File: config.mk
export PLATFORM = sky130hd
export DESIGN_NAME = shift_load_ctrl
export DESIGN_NICKNAME = d
export VERILOG_FILES = /design/src/rtl/shift_pkg.sv /design/src/rtl/shift_bit_cnt.sv /design/src/rtl/shift_load_ctrl.sv
export SDC_FILE = /design/constraint.sdc
export NUM_CORES = 1
export LEC_CHECK = 0
export CORE_ASPECT_RATIO = 0.9
export CORE_MARGIN = 3
export CORE_UTILIZATION = 45
export DETAILED_ROUTE_END_ITERATION = 6
export DONT_BUFFER_PORTS = 1
export HOLD_SLACK_MARGIN = 0.1
export PLACE_DENSITY_LB_ADDON = 0.15
export RECOVER_POWER = 25
export SYNTH_ARGS = -nofsm -noshare
export SYNTH_HDL_FRONTEND = slang
export SYNTH_SLANG_ARGS = --single-unit
File: constraint.sdc
create_clock -name clk -period 1.9 [get_ports clk]
set_input_delay 0.475 -clock clk [delete_from_list [all_inputs] [get_ports clk]]
set_output_delay 0.475 -clock clk [all_outputs]
set_load 0.02 [all_outputs]
File: src/rtl/shift_pkg.sv
// Shared types and constants for the shift-register load/shift controller.
// Holds the FSM state enum and the shift register geometry.
package shift_pkg;

    localparam int SR_WIDTH = 8;
    localparam int SR_CNT_W = 3;
    localparam int LAST_BIT = SR_WIDTH - 1;

    typedef enum logic [1:0] {
        IDLE  = 2'd0,
        LOAD  = 2'd1,
        SHIFT = 2'd2
    } state_t;

endpackage

File: src/rtl/shift_bit_cnt.sv
// Bit counter for the serialiser: clear has priority over enable.
// Ports: clk, rst_n (async active-low), i_clr, i_en, o_last (cnt==LAST).
module shift_bit_cnt
    import shift_pkg::*;
#(
    parameter int CNT_W = SR_CNT_W,
    parameter int LAST  = LAST_BIT
) (
    input  logic clk,
    input  logic rst_n,
    input  logic i_clr,
    input  logic i_en,
    output logic o_last
);

    localparam logic [CNT_W-1:0] LAST_CNT = CNT_W'(LAST);

    logic [CNT_W-1:0] r_cnt;

    always_ff @(posedge clk or negedge rst_n) begin
        if (!rst_n) begin
            r_cnt <= '0;
        end else if (i_clr) begin
            r_cnt <= '0;
        end else if (i_en) begin
            r_cnt <= r_cnt + CNT_W'(1);
        end
    end

    assign o_last = (r_cnt == LAST_CNT);

endmodule

File: src/rtl/shift_load_ctrl.sv
// Load/shift controller for an 8-bit PISO shift register: accepts bytes
// over valid/ready, pulses S_L for one LOAD cycle, then streams Q[0]
// LSB-first for 8 cycles with bit_valid/bit_last strobes.
// Ports: clk, rst_n, tx_data/tx_valid/tx_ready (byte in), q0 (serial tap),
// S_L/p_in/s_in (to register), bit_out/bit_valid/bit_last, busy.
// Optional: SHIFT_LOAD_CTRL_ROTATE_EN feeds q0 back into s_in during SHIFT
// so the register rotates and holds the loaded byte again after 8 shifts.
module shift_load_ctrl
    import shift_pkg::*;
#(
    parameter int WIDTH = 8,
    parameter int CNT_W = $clog2(WIDTH)
) (
    input  logic             clk,
    input  logic             rst_n,
    input  logic [WIDTH-1:0] tx_data,
    input  logic             tx_valid,
    output logic             tx_ready,
    input  logic             q0,
    output logic             S_L,
    output logic [WIDTH-1:0] p_in,
    output logic             s_in,
    output logic             bit_out,
    output logic             bit_valid,
    output logic             bit_last,
    output logic             busy
);

    state_t           r_state;
    logic             r_sl;
    logic [WIDTH-1:0] r_p_in;
    logic             w_last;
    logic             w_load;
    logic             w_shift;
    logic             w_cnt_clr;

    assign w_load  = (r_state == LOAD);
    assign w_shift = (r_state == SHIFT);

    // Clear on LOAD and on the final bit so cnt never wraps past 7.
    assign w_cnt_clr = w_load | (w_shift & w_last);

    shift_bit_cnt #(
        .CNT_W (CNT_W),
        .LAST  (WIDTH - 1)
    ) u_cnt (
        .clk    (clk),
        .rst_n  (rst_n),
        .i_clr  (w_cnt_clr),
        .i_en   (w_shift),
        .o_last (w_last)
    );

    always_ff @(posedge clk or negedge rst_n) begin
        if (!rst_n) begin
            r_state <= IDLE;
            r_sl    <= 1'b0;
            r_p_in  <= '0;
        end else begin
            unique case (r_state)
                IDLE: begin
                    if (tx_valid) begin
                        r_p_in  <= tx_data;
                        r_sl    <= 1'b1;
                        r_state <= LOAD;
                    end
                end
                LOAD: begin
                    r_sl    <= 1'b0;
                    r_state <= SHIFT;
                end
                SHIFT: begin
                    if (w_last) begin
                        if (tx_valid) begin
                            r_p_in  <= tx_data;
                            r_sl    <= 1'b1;
                            r_state <= LOAD;
                        end else begin
                            r_state <= IDLE;
                        end
                    end
                end
                default: begin
                    r_sl    <= 1'b0;
                    r_state <= IDLE;
                end
            endcase
        end
    end

`ifdef SHIFT_LOAD_CTRL_ROTATE_EN
    // Feed the tap back in so the register rotates instead of zero-filling.
    assign s_in = w_shift & q0;
`else
    logic r_s_in;

    always_ff @(posedge clk or negedge rst_n) begin
        if (!rst_n) begin
            r_s_in <= 1'b0;
        end else begin
            r_s_in <= 1'b0;
        end
    end

    assign s_in = r_s_in;
`endif

    assign S_L       = r_sl;
    assign p_in      = r_p_in;
    assign tx_ready  = (r_state == IDLE) | (w_shift & w_last);
    assign busy      = w_load | w_shift;
    assign bit_valid = w_shift;
    assign bit_last  = w_shift & w_last;
    assign bit_out   = w_shift & q0;

endmodule

# Yosys cells after proc, flatten, opt, wreduce, memory -nomap -nowiden
# Index checks and enable logic that the tools add are counted.
# classes
addsub,1
n_eq_ne,5
muxes,12
bitwise_logic,5
n_reduce_logical,5
# ops
cell,count
8-bit two-way mux,2
8-bit case mux with 2 select lines,1
3-bit two-way mux,2
2-bit case mux with 3 select lines,1
2-bit two-way mux,2
2-bit inequality test (second input constant),2
2-bit AND reduction,2
2-bit nonzero test,2
3-bit by 1-bit adder with 3-bit output (second input constant),1
3-bit == test (second input constant),1
1-bit two-way mux,3
1-bit bitwise OR,3
1-bit AND,2
2-bit by 1-bit == test with 1-bit output (second input constant),1
2-bit == test (second input constant),1
2-bit zero test,1
1-bit case mux with 2 select lines,1
# word_totals
regBits,14
inputBits,12
out_inout_bits,15
elab_cells,32

# Depth between registers and ports, before layout
# Gate-level depths: netlist (run 1).
# logic_depth
word_depth,4
depth_mapped,6

# Modules after synthesis
# A second synthesis (run 1) with hierarchy kept.
# hier_totals
hier_cells,56
area_unflattened_um2,695.7
# modules_own_cells
mod,instances,cells_each,area_each_um2,seq_area_each_um2
shift_load_ctrl,1,45,555.5,275.3
shift_bit_cnt,1,11,140.1,75.1

# Worst setup path before layout (run 1)
# No wires, ideal clock.
# synth_timing
kind,register to output
from,register r_state[0]
to,output tx_ready
t_arrival_ns,1.354
slack_ns,0.071
path_stages_with_launch,5
n_path_buf,0
path_cell_list,dfrtp_1 -> inv_1 -> ha_1 -> and2_1 -> or2_2
# synth_via
elab_chain_len,3
# synth_lines
element,line,source
"start, declared",shift_load_ctrl.sv:29,state_t r_state;
"start signal, assigned",shift_load_ctrl.sv:56,r_state <= IDLE;
"start signal, assigned",shift_load_ctrl.sv:65,r_state <= LOAD;
"start signal, assigned",shift_load_ctrl.sv:70,r_state <= SHIFT;
2-bit == test,shift_load_ctrl.sv:38,assign w_shift = (r_state == SHIFT);
named net bit_valid,shift_load_ctrl.sv:24,"output logic bit_valid,"
1-bit AND,-,
named net bit_last,shift_load_ctrl.sv:25,"output logic bit_last,"
1-bit bitwise OR,shift_load_ctrl.sv:110,assign tx_ready = (r_state == IDLE) | (w_shift & w_last);
"end, declared",shift_load_ctrl.sv:18,"output logic tx_ready,"
# The timed path passes the listed nets, and every way through them passes these cells.

# Worst setup path after layout (run 1)
# layout_timing
from,register u_cnt.r_cnt[0]
to,output tx_ready
# layout_via
elab_chain_len,3
# layout_lines
element,line,source
"start, declared",shift_bit_cnt.sv:18,logic [CNT_W-1:0] r_cnt;
"start signal, assigned",shift_bit_cnt.sv:26,r_cnt <= r_cnt + CNT_W'(1);
3-bit == test,shift_bit_cnt.sv:30,assign o_last = (r_cnt == LAST_CNT);
1-bit AND,shift_load_ctrl.sv:110,
1-bit bitwise OR,shift_load_ctrl.sv:110,
# Every way passes these cells.

==> impl_metrics.yaml, run 1 <==
clock_tree:
  cts_tree: "done"
  cts_buffer_depth: 2
  clkTransAtPathRegs_ns: 0.09
  cts_buffers: 3
  htreeDepth: 1
  clock-sinks: 14
  cts_root_buffer: "clkbuf_4"
  clk_latency_ns: 0.28
power_and_ir_drop:
  p_per_area_mw_per_mm2: 1776
  p_switching_mw: 0.6207
  cellInternalPower_mw: 0.9233
  peakVddDrop_mv: 0.9022
  power.leakage_nw: 0.4334
  comb_power_share_pct: 43.7
  p_sw_share_pct: 40.20
  p_clk_share_pct: 13.5
  pwr-share-seq_pct: 42.7
floorplanning:
  dieWidth_um: 48.95
  num_rows: 13
  coreArea_mm2: 0.001496
  ioPinCount: 27
  dieArea_mm2: 0.002185
  die_h_um: 44.65
  initial_utilization_pct: 49.92
worst_setup_path:
  reg2reg_to: "p_in[1]"
  r2r_slack_ns: 0.21
  crit_buf_inv: 0
  path_cells: "ha_2, ha_4, and2_4, or2_4"
  arrival_ns: 1.39
  critPathKind: "flip-flop to primary output"
  crit_path_end_kind: "primary output"
  path_depth: 4
  critPathTopFamily: "flip-flops"
  startpoint_type: "flip-flop"
  reg2regPathDepth: 6
  worstPathMaxFanout: 2
  crit_required_ns: 1.42
  max_stage_delay_ns: 0.39
  cp-startpoint: "u_cnt.r_cnt[0]"
  worstSetupEndpoint: "tx_ready"
  slowest_stage: "dfrtp_1"
  r2r_start: "u_cnt.r_cnt[0]"
layout:
  instances_no_fill: 87
  multiInputGateArea_um2: 389.1
  drive_above_1_share_pct: 44.62
  antennaDiodeCount: 0
  syn_to_final_growth_pct: 16.42
  n_fill_cell: 127
  regArea_um2: 350.3
  nNetsFinal: 85
synthesis:
  syn_nets: 75
  yosys-top-cells-count: "14 x dfrtp_1, 9 x mux2_4, 7 x ha_1"
  ys_ff_latch: 14
  synth_top_area_share_pct: 46.90
  synth_warnings: 0
  synthArstFlopShare_pct: 100.0
  synth-edff-count: 0
  syn_area_um2: 747.0
  dominantRegCellSynth: "dfrtp_1"
  ys_seq_area_share_pct: 46.90
  ys_top_cells_by_area: "dfrtp_1 47%, mux2_4 18%, ha_1 12%, nor2_1 3.0%, mux2i_1 2.7%"
  syn_avg_cell_area_um2: 13.34
  yosysMostFrequentCell: "dfrtp_1"
  synth.distinct_cells: 20
  synth_top_area_cell: "dfrtp_1"
  synthCells: 56
route:
  antenna_left: 0
  wl_per_cell_um: 14.14
  vias: 418
  drt_wl_total_um: 1230
  firstDrtPassIters: 1
  via_per_inst: 4.805
  drtIter0Drc: 0
  drc: 0
global_routing:
  antenna_found_initial: 0
  grt_max_degree: 15
  grt_pass1_vias: 423
  track_usage_pct: 12.97
  grt_pass1_wl_um: 2063
  overflow: 0
placed_design:
  dp.cells: 79
  numPortBuffers: 0
  routabilityCongestion: 0.7414
  dp_hpwl_um: 905.5
timing:
  rsz0062_at_grt: "yes"
  tightest_slew_ns: 0.6310
  period_needed_ns: 1.865
  hold_violations: 0
  fmax_mhz: 536.2
  final-max-slew-violation-count: 0
  period_share_pct: 98.16
  setup_tns_ns: 0
  fin_skew_ns: 0.01030
  relSlewSlack_pct: 57.80
  setup_viol: 0
status:
  status: "complete, no violations"
worst_hold_path:
  hold_path_class: "primary input to flip-flop"
run:
  drv_cap: 0
logic make-up after synthesis:
kind of cell	after synthesis	synth area share, %
AO/OA/AOI/OAI	3	2.848
XOR/XNOR	1	1.173
adder cells (fa/ha/maj)	7	11.72
buffers and inverters	5	4.020
flip-flops	14	46.90
multiplexers	12	22.28
other	1	0.5020
AND/OR/NAND/NOR	13	10.55
sequential cells by signal, summed over array words and instances (netlist names):
signal,cells
p_in,8
u_cnt.r_cnt,3
r_state,2
S_L,1
through the flow:
stage               worst slack, ns  total power, mW  hold WS, ns  cell area [µm²]  utilization (%)
finish                      0.03496            1.544       0.3391            869.6            58.11
floorplan                   0.07100            1.191       0.1794            747.0                -
detailed placement           0.1536            1.290       0.1797            778.2            52.01
global route               -0.03219            1.644       0.3159            869.6            58.11
CTS                       -0.001732            1.558       0.3298            867.1            57.94
global placement             0.1728            1.288       0.1798            778.2            52.01
worst min path at each step:
stage	depth (start not counted)	start	slack, ns	to
floorplan	0	rst_n	0.18	S_L
global placement	0	rst_n	0.18	r_state[0]
detailed placement	0	rst_n	0.18	r_state[0]
CTS	1	tx_data[6]	0.33	p_in[6]
global route	1	tx_data[5]	0.32	p_in[5]
finish	1	tx_data[6]	0.34	p_in[6]
worst register-to-register path, stage by stage (launching register included):
cell and delay (ns):
dfrtp_1 0.39, ha_2 0.20, ha_4 0.15, buf_4 0.12, mux2_4 0.28, nand2_8 0.13, mux2_4 0.31
routing by layer:
metal / vias to the layer above / part of all wire (%) / track usage [%]
met1: 204 / 46 / 15.22
met4: 0 / 0.65 / 5.114
met3: 2 / 6.0 / 7.744
met5: - / 0 / 0
li1: 201 / - / -
met2: 11 / 48 / 19.51
layout make-up:
cell class / count / share of cell area (%)
flip-flops and latches: 14 / 40.29
well taps: 22 / 3.165
clock buffers: 4 / 4.173
repair buffers: 7 / 6.331
multi-input cells: 37 / 44.75
inverters: 3 / 1.295
layout by cell type, fill, tap and decap left out, types with 2 or more instances in the layout:
master,instances
dfrtp_1,14
ha_2,2
mux2i_1,2
ha_1,4
inv_1,2
nor2_1,6
buf_4,6
mux2_4,9
clkbuf_4,3
power groups by stage:
| stage | Sequential [mW] | Clock (mW) | Combinational, mW |
|---|---|---|---|
| after floorplan | 0.640 | 0 | 0.551 |
| after global placement | 0.666 | 0 | 0.622 |
| after detailed placement | 0.669 | 0 | 0.621 |
| after CTS | 0.661 | 0.218 | 0.678 |
| after global routing | 0.682 | 0.235 | 0.728 |
| final | 0.660 | 0.209 | 0.675 |
what timing repair did:
action / CTS / global route
resized for setup: 5 / 2
cloned: 0 / 0
pin swaps: 3 / 2
setup endpoints to repair: 1 / 2
hold endpoints to repair: 14 / 0
hold buffers: 1 / 0
buffers inserted: 3 / 0
Note: power is estimated with default switching activity, not from simulation.
==> run 2: changes to the inputs <==
Settings changed: CORE_ASPECT_RATIO 0.9 to not set, CORE_MARGIN 3 to not set, CORE_UTILIZATION 45 to 57.
==> run 2 against run 1 <==
Effect of this change: cell count down 5.7%; clock-buffer cell count unchanged; highest routed layer is now met3; clock skew down 0.0066 ns; setup slack worse by 0.017 ns; hold slack better by 0.0080 ns; sequential share of layout area down 0.46 points; routed wire length up 21%; power up 4.6%; global-route usage up 11 points; combinational power up 9.3%; clock power about the same; die area down 33%.
==> impl_metrics.yaml, run 2 (same netlist as run 1, synthesis figures left out) <==
run:
  drv_cap: 0
timing:
  period_share_pct: 99.06
  setup_viol: 0
  rsz0062_at_grt: "yes"
  final-max-slew-violation-count: 0
  finalWorstSetupSlack_ns: 0.01784
  period_needed_ns: 1.882
  fin_skew_ns: 0.003667
  tightest_slew_ns: 0.6002
  hold_violations: 0
  fmax_mhz: 531.3
  whs_ns: 0.3471
  relSlewSlack_pct: 59.85
global_routing:
  grt_max_degree: 15
  track_usage_pct: 24.44
  overflow: 0
  grt_pass1_wl_um: 2214
  antenna_found_initial: 0
  grt_pass1_vias: 474
layout:
  final_cell_mix: "14 x dfrtp_1, 9 x mux2_4, 9 x buf_4"
  largest_reg_flops: 8
  nNetsFinal: 88
  antennaDiodeCount: 0
  multiInputGateArea_um2: 386.6
  n_fill_cell: 73
  syn_to_final_growth_pct: 17.76
  final_common_cell: "dfrtp_1"
  regArea_um2: 350.3
  fin_util_pct: 76.08
  final_area_um2: 879.6
  drive_above_1_share_pct: 45.59
route:
  wl_per_cell_um: 18.17
  drc: 0
  via_per_inst: 5.390
  vias: 442
  firstDrtPassIters: 2
  antenna_left: 0
  drtIter0Drc: 5
  drt_wl_total_um: 1490
floorplanning:
  dieArea_mm2: 0.001459
  ioPinCount: 27
  num_rows: 12
  die_h_um: 38.20
  initial_utilization_pct: 64.61
  coreArea_mm2: 0.001156
  dieWidth_um: 38.20
clock_tree:
  cts_buffer_depth: 2
  cts_tree: "done"
  clk_latency_ns: 0.27
  clkTransAtPathRegs_ns: 0.08
  cts_buffers: 3
  clock-sinks: 14
  cts_root_buffer: "clkbuf_4"
  htreeDepth: 1
worst_setup_path:
  reg2regPathDepth: 6
  worstPathMaxFanout: 2
  crit_path_end_kind: "primary output"
  critPathKind: "flip-flop to primary output"
  startpoint_type: "flip-flop"
  crit_required_ns: 1.42
  arrival_ns: 1.41
status:
  status: "complete, no violations"
power_and_ir_drop:
  p_sw_share_pct: 40.82
  cellInternalPower_mw: 0.9556
  comb_power_share_pct: 45.7
  p_switching_mw: 0.6591
  peakVddDrop_mv: 0.8976
  pwr-share-seq_pct: 41.5
  p_per_area_mw_per_mm2: 1836
  p_clk_share_pct: 12.8
  total_power_mw: 1.615
  power.leakage_nw: 0.4505
placed_design:
  pre_cts_ws_ns: 0.1453
  routabilityCongestion: 0.6049
  dp_hpwl_um: 1098
  numPortBuffers: 0
  place_area_um2: 768.2
worst_hold_path:
  hold_depth: 1
  hold_path_class: "primary input to flip-flop"
-- run 2: changes by cell type in the layout (fill, tap and decap cells not counted) --
cell,previous run,this run
buf_4,6,9
ha_1,4,5
ha_2,2,1
-- run 2: path summary, 6_finish.rpt --
check | from | to | slack [ns]
worst max-delay path | u_cnt.r_cnt[0] | tx_ready | 0.02
worst min-delay path | tx_data[3] | p_in[3] | 0.35
worst max register to register | r_state[0] | r_state[1] | 0.18
worst min register to register | r_state[0] | r_state[0] | 0.63
max in group asynchronous | rst_n | p_in[6] | 0.87
min in group asynchronous | rst_n | r_state[0] | 0.64
-- run 2: power by group through the flow --
| stage | Clock, mW | Sequential [mW] | Combinational [mW] |
|---|---|---|---|
| final | 0.207 | 0.670 | 0.738 |
| after global routing | 0.223 | 0.687 | 0.797 |
| after CTS | 0.216 | 0.672 | 0.691 |
| after detailed placement | 0 | 0.676 | 0.636 |
| after global placement | 0 | 0.662 | 0.590 |
| after floorplan | 0 | 0.640 | 0.551 |
-- run 2: critical path, cell delays in order, from the launching register on --
cell     delay [ns]
dfrtp_1        0.39
ha_2           0.20
ha_4           0.16
and2_4         0.14
or2_4          0.26
-- run 2: routing by layer --
metal	wire, µm	part of all wire, %	track usage (%)	up-vias
met3	69	4.6	5.814	0
li1	-	-	-	212
met5	0	0	0	-
met2	859	58	45.76	16
met4	0	0	10.71	0
met1	562	38	25.19	214
-- run 2: through the flow --
step                      setup TNS, ns  std cells
after floorplan                       0         56
after global placement                0         71
after detailed placement              0         71
after CTS                      -0.01154         79
after global routing           -0.01570         82
final                                 0         82
-- run 2: layout make-up --
class / instances / share of cell area, %
inverter: 3 / 1.280
timing repair buffer: 10 / 8.819
multi-input combinational: 37 / 43.95
tap: 14 / 1.991
sequential: 14 / 39.83
clock buffer: 4 / 4.125
-- run 2: repair_timing --
| item | in CTS | in global routing |
|---|---|---|
| setup endpoints to repair | 1 | 2 |
| pin swaps | 3 | 2 |
| gates resized for setup | 5 | 1 |
| setup buffers | 3 | 3 |
| hold buffers | 1 | 0 |
| endpoints found under the hold margin | 14 | 0 |
| cloned | 0 | 0 |
